`src/rtl/alu_serial_32bit.sv`:
```
// Bit-serial 32-bit ALU: one result bit per clock, LSB first, with a registered carry.
// Handshake: start is accepted in IDLE or DONE; busy marks RUN; done pulses one cycle.
module alu_serial_32bit (
  input  logic        clk,
  input  logic        rst_n,
  input  logic        start,
  input  logic [31:0] a,
  input  logic [31:0] b,
  input  logic [2:0]  op,
  output logic        busy,
  output logic        done,
  output logic [31:0] result,
  output logic        zero,
  output logic        cout,
  output logic        overflow,
  output logic [1:0]  fsm_state
);

  typedef enum logic [1:0] {
    IDLE = 2'd0,
    RUN  = 2'd1,
    DONE = 2'd2
  } state_t;

  localparam logic [2:0] OP_AND = 3'b000;
  localparam logic [2:0] OP_OR  = 3'b001;
  localparam logic [2:0] OP_ADD = 3'b010;
  localparam logic [2:0] OP_SUB = 3'b110;
  localparam logic [2:0] OP_SLT = 3'b111;

  state_t      state, state_nx;
  logic [31:0] a_q, b_q, sh_q;
  logic [2:0]  op_q;
  logic [4:0]  cnt;
  logic        carry;

  logic        a_bit, b_bit, sum_bit, carry_nx, res_bit, ovf;
  logic        accept, last, arith, uses_carry, valid_op;
  logic [31:0] final_res;

  always_comb begin
    a_bit      = a_q[cnt];
    // SUB and SLT compute A + ~B + 1: B is inverted and carry starts at op[2].
    b_bit      = b_q[cnt] ^ op_q[2];
    sum_bit    = a_bit ^ b_bit ^ carry;
    carry_nx   = (a_bit & b_bit) | (carry & (a_bit ^ b_bit));
    ovf        = carry ^ carry_nx;
    arith      = (op_q == OP_ADD) || (op_q == OP_SUB);
    uses_carry = arith || (op_q == OP_SLT);
    valid_op   = uses_carry || (op_q == OP_AND) || (op_q == OP_OR);
    accept     = start && (state == IDLE || state == DONE);
    last       = (state == RUN) && (cnt == 5'd31);

    res_bit = sum_bit;
    case (op_q)
      OP_AND:  res_bit = a_q[cnt] & b_q[cnt];
      OP_OR:   res_bit = a_q[cnt] | b_q[cnt];
      default: res_bit = sum_bit;
    endcase

    // SLT corrects the sign of the difference with the overflow of bit 31.
    if (!valid_op)
      final_res = 32'd0;
    else if (op_q == OP_SLT)
      final_res = {31'd0, sum_bit ^ ovf};
    else
      final_res = {res_bit, sh_q[31:1]};
  end

  always_comb begin
    state_nx = state;
    case (state)
      IDLE:    if (accept) state_nx = RUN;
      RUN:     if (last) state_nx = DONE;
      DONE:    state_nx = accept ? RUN : IDLE;
      default: state_nx = IDLE;
    endcase
  end

  always_ff @(posedge clk) begin
    if (!rst_n) begin
      state    <= IDLE;
      a_q      <= 32'd0;
      b_q      <= 32'd0;
      op_q     <= 3'd0;
      sh_q     <= 32'd0;
      cnt      <= 5'd0;
      carry    <= 1'b0;
      result   <= 32'd0;
      zero     <= 1'b0;
      cout     <= 1'b0;
      overflow <= 1'b0;
    end else begin
      state <= state_nx;
      if (accept) begin
        a_q   <= a;
        b_q   <= b;
        op_q  <= op;
        cnt   <= 5'd0;
        carry <= op[2];
      end else if (state == RUN) begin
        sh_q <= {res_bit, sh_q[31:1]};
        cnt  <= cnt + 5'd1;
        if (uses_carry) carry <= carry_nx;
        if (last) begin
          result   <= final_res;
          zero     <= valid_op && (final_res == 32'd0);
          cout     <= arith && carry_nx;
          overflow <= arith && ovf;
        end
      end
    end
  end

  assign busy      = (state == RUN);
  assign done      = (state == DONE);
  assign fsm_state = state;

endmodule

```
`config.mk`:
```
export PLATFORM = sky130hd
export DESIGN_NAME = alu_serial_32bit
export DESIGN_NICKNAME = d
export VERILOG_FILES = /design/src/rtl/alu_serial_32bit.sv
export SDC_FILE = /design/constraint.sdc
export NUM_CORES = 1
export LEC_CHECK = 0
export ABC_AREA = 1
export BUFFER_PORTS_ARGS = -buffer_cell sky130_fd_sc_hd__buf_4
export CAP_MARGIN = 0
export CORE_ASPECT_RATIO = 0.6
export CORE_MARGIN = 2
export CORE_UTILIZATION = 58
export CTS_BUF_LIST = sky130_fd_sc_hd__clkbuf_2
export DETAILED_ROUTE_END_ITERATION = 8
export HOLD_SLACK_MARGIN = 0.03
export PLACE_DENSITY_LB_ADDON = 0.15
export SYNTH_ARGS = -nofsm -noshare
export SYNTH_HDL_FRONTEND = slang
export SYNTH_SLANG_ARGS = --single-unit
```
`constraint.sdc`:
```
create_clock -name clk -period 4 [get_ports clk]
set_input_delay 0.4 -clock clk [delete_from_list [all_inputs] [get_ports clk]]
set_output_delay 0.4 -clock clk [all_outputs]
set_load 0.02 [all_outputs]
```
==> metrics.yaml <==
finalCriticalPeriod_ns: 2.99
end_kind: "flop"
fin_skew_ns: 0.0327
area.growth.synth_to_final_pct: 28.5
fmax_ghz: 0.335
slew_viol_final: 0
via_per_inst: 5.32
synth-main-ff-cell: "dfxtp_1"
postSynthCellCount: 819
grt_pass1_vias: 5331
std_cell_rows: 28
yosysWarnings: 0
whs_ns: 0.0586
nets: 1038
place.gp.congestion: 0.903
clock_insertion_delay_worst_skew_ns: 0.72
final_common_cell: "nor2_1"
crit_path_top_delay_cell: "dfxtp_1"
start_kind: "flop"
critPathMaxFanout: 19
syn_nets: 893
layout_common_cells: "149 x nor2_1, 141 x dfxtp_1, 137 x o21ai_0"
hold_viol_final: 0
die_w_um: 135
cts_tree: "built"
drt_iter0_drc: 485
wire_per_inst_um: 15.0
power_density_nw_per_um2: 384
rsz0062_at_grt: "false"
routed_wl_um: 16700
path_class: "flop to flop"
maxSlewHeadroom_pct: 48.5
core_region_area_sq_um: 9910
arrival_ns: 3.60
tightest_slew_ns: 0.771
gr-usage-met2_pct: 46.1
vias: 5920
dieArea_sq_um: 11100
cts_buffer_depth: 2
grt-ovfl-total: 0
yosysUniqueCellTypes: 31
grt_busiest_layer: "met2"
synth_top_cell_by_area: "dfxtp_1"
cts_buffers: 17
ys_seq_area_share_pct: 47.6
first_pass_iters: 5
maxCapViolCount: 0
ir_drop_uv: 256
p_leak_uw: 0.00331
antenna_found_initial: 0
cts_root_buf: "clkbuf_2"
final_antenna_net_count: 0
htree_levels: 4
synth_area_per_cell_sq_um: 7.24
worstPathRequired_ns: 4.61
grt_util_met3_pct: 8.79
ios: 109
use_met1_pct: 42.7
grt_max_degree: 81
tns_ns: 0
drive_above_1_share_pct: 16.1
worst_r2r_path_depth: 16
synth_area_leaders: "dfxtp_1 48%, o21ai_0 12%, nor2_1 9.5%, a21oi_1 8.9%, nand2_1 5.2%"
hold_path.class: "primary input to flop"
setup_viol: 0
clock_sinks: 141
start_util_pct: 59.8
hpwl_um: 10600
async_flop_share_pct: 0
status: "completed"
fin_util_pct: 76.9
synth-edff-count: 0
grt_pass1_wl_um: 26000
clkTransAtPathRegs_ns: 0.20
syn_area_sq_um: 5930
crit_chain: "inv_4 -> nor2_1 -> nand2_1 -> a21oi_1 -> nor2_1 -> nand2_1 -> nand2_2 -> xor2_1 -> inv_1 -> fa_1 -> o21ai_1 -> nor4_1 -> nand3_1 -> nor2_1 -> nand2_1 -> a21oi_2"
ys_ff_latch: 141
fin_crit_sh_pct: 74.6
slowest_delay_ns: 0.86
drc: 0
diodes: 0
grtUsageTotal_pct: 30.4
whs_path_depth: 3
die_h_um: 82.3
yosysTopAreaCellShare_pct: 47.6
port-buffer-count: 108
per-stage QoR:
stage / instance area (sq um) / power [uW] / setup slack, ns / std cells
2_1_floorplan: 5930 / 1850 / 1.79 / 819
3_3_place_gp: 6700 / 1970 / 1.25 / 1014
3_5_place_dp: 6700 / 1990 / 1.12 / 1014
4_1_cts: 7620 / 2920 / 1.09 / 1112
5_1_grt: 7620 / 3060 / 0.845 / 1112
6_report: 7620 / 2930 / 1.01 / 1112
routing by layer:
metal  up-vias  wire (um)
li1       2962          -
met1      2725       7990
met2       213       7130
met3        20       1350
met4         0        192
met5         -          0
repair_timing:
| item | CTS | global route |
|---|---|---|
| hold endpoints to repair | 67 | 0 |
| gates resized for setup | 0 | 0 |
| hold buffers | 66 | 0 |
| setup endpoints to repair | 0 | 0 |
| setup buffers | 0 | 0 |
registers in the layout, indices dropped and copies added, names as in the netlist, 2 cells and up:
signal     cells
a_q           32
b_q           32
cnt            5
fsm_state      2
op_q           3
result        32
sh_q          31
power breakdown:
group / internal, uW / switching, uW / leakage (uW) / total (uW)
sequential: 1490 / 56.2 / 0.00116 / 1550
combinational: 197 / 280 / 0.00199 / 478
clock: 359 / 541 / 0.000160 / 900
cell type report:
| cell class | count | area [sq um] |
|---|---|---|
| Sequential cell | 141 | 2820 |
| Multi-Input combinational cell | 542 | 2550 |
| Fill cell | 716 | 2290 |
| Timing Repair Buffer | 180 | 1520 |
| Inverter | 82 | 310 |
| Tap cell | 135 | 169 |
| Clock inverter | 13 | 165 |
| Clock buffer | 19 | 95.1 |
path summary, 6_finish.rpt:
kind | start | slack (ns) | to
setup / recovery | cnt[1] | 1.01 | zero
hold / removal | a[27] | 0.06 | a_q[27]
setup reg to reg | cnt[1] | 1.01 | zero
hold reg to reg | a_q[1] | 0.48 | a_q[1]
critical path, delay by kind of cell (launching register included):
kind | cells | cell delay (ns)
AOI/OAI and AO/OA | 3 | 0.42
DFF | 1 | 0.86
buffers and inverters | 2 | 0.31
xor gates and xnor gates | 1 | 0.22
and+or+nand+nor | 9 | 0.75
adders and majority gates | 1 | 0.36
Yosys cell counts, drive strengths merged, types with 2 or more instances:
cell,number
xor2,2
buf,20
nand3,40
clkbuf,34
fa,2
nor2,151
o21ai,140
nor3,2
a21oi,106
a41oi,6
inv,81
nand2,85
ha,2
dfxtp,141
cells by family after synthesis:
family | after synthesis | share of synthesized area [%]
XOR/XNOR | 2 | 0.295
AO/OA/AOI/OAI | 257 | 22.4
AND/OR/NAND/NOR | 279 | 18.9
flip-flops | 141 | 47.6
adder cells (fa/ha/maj) | 4 | 1.10
buffers and inverters | 136 | 9.66
Note: power is estimated with default switching activity, not from simulation.
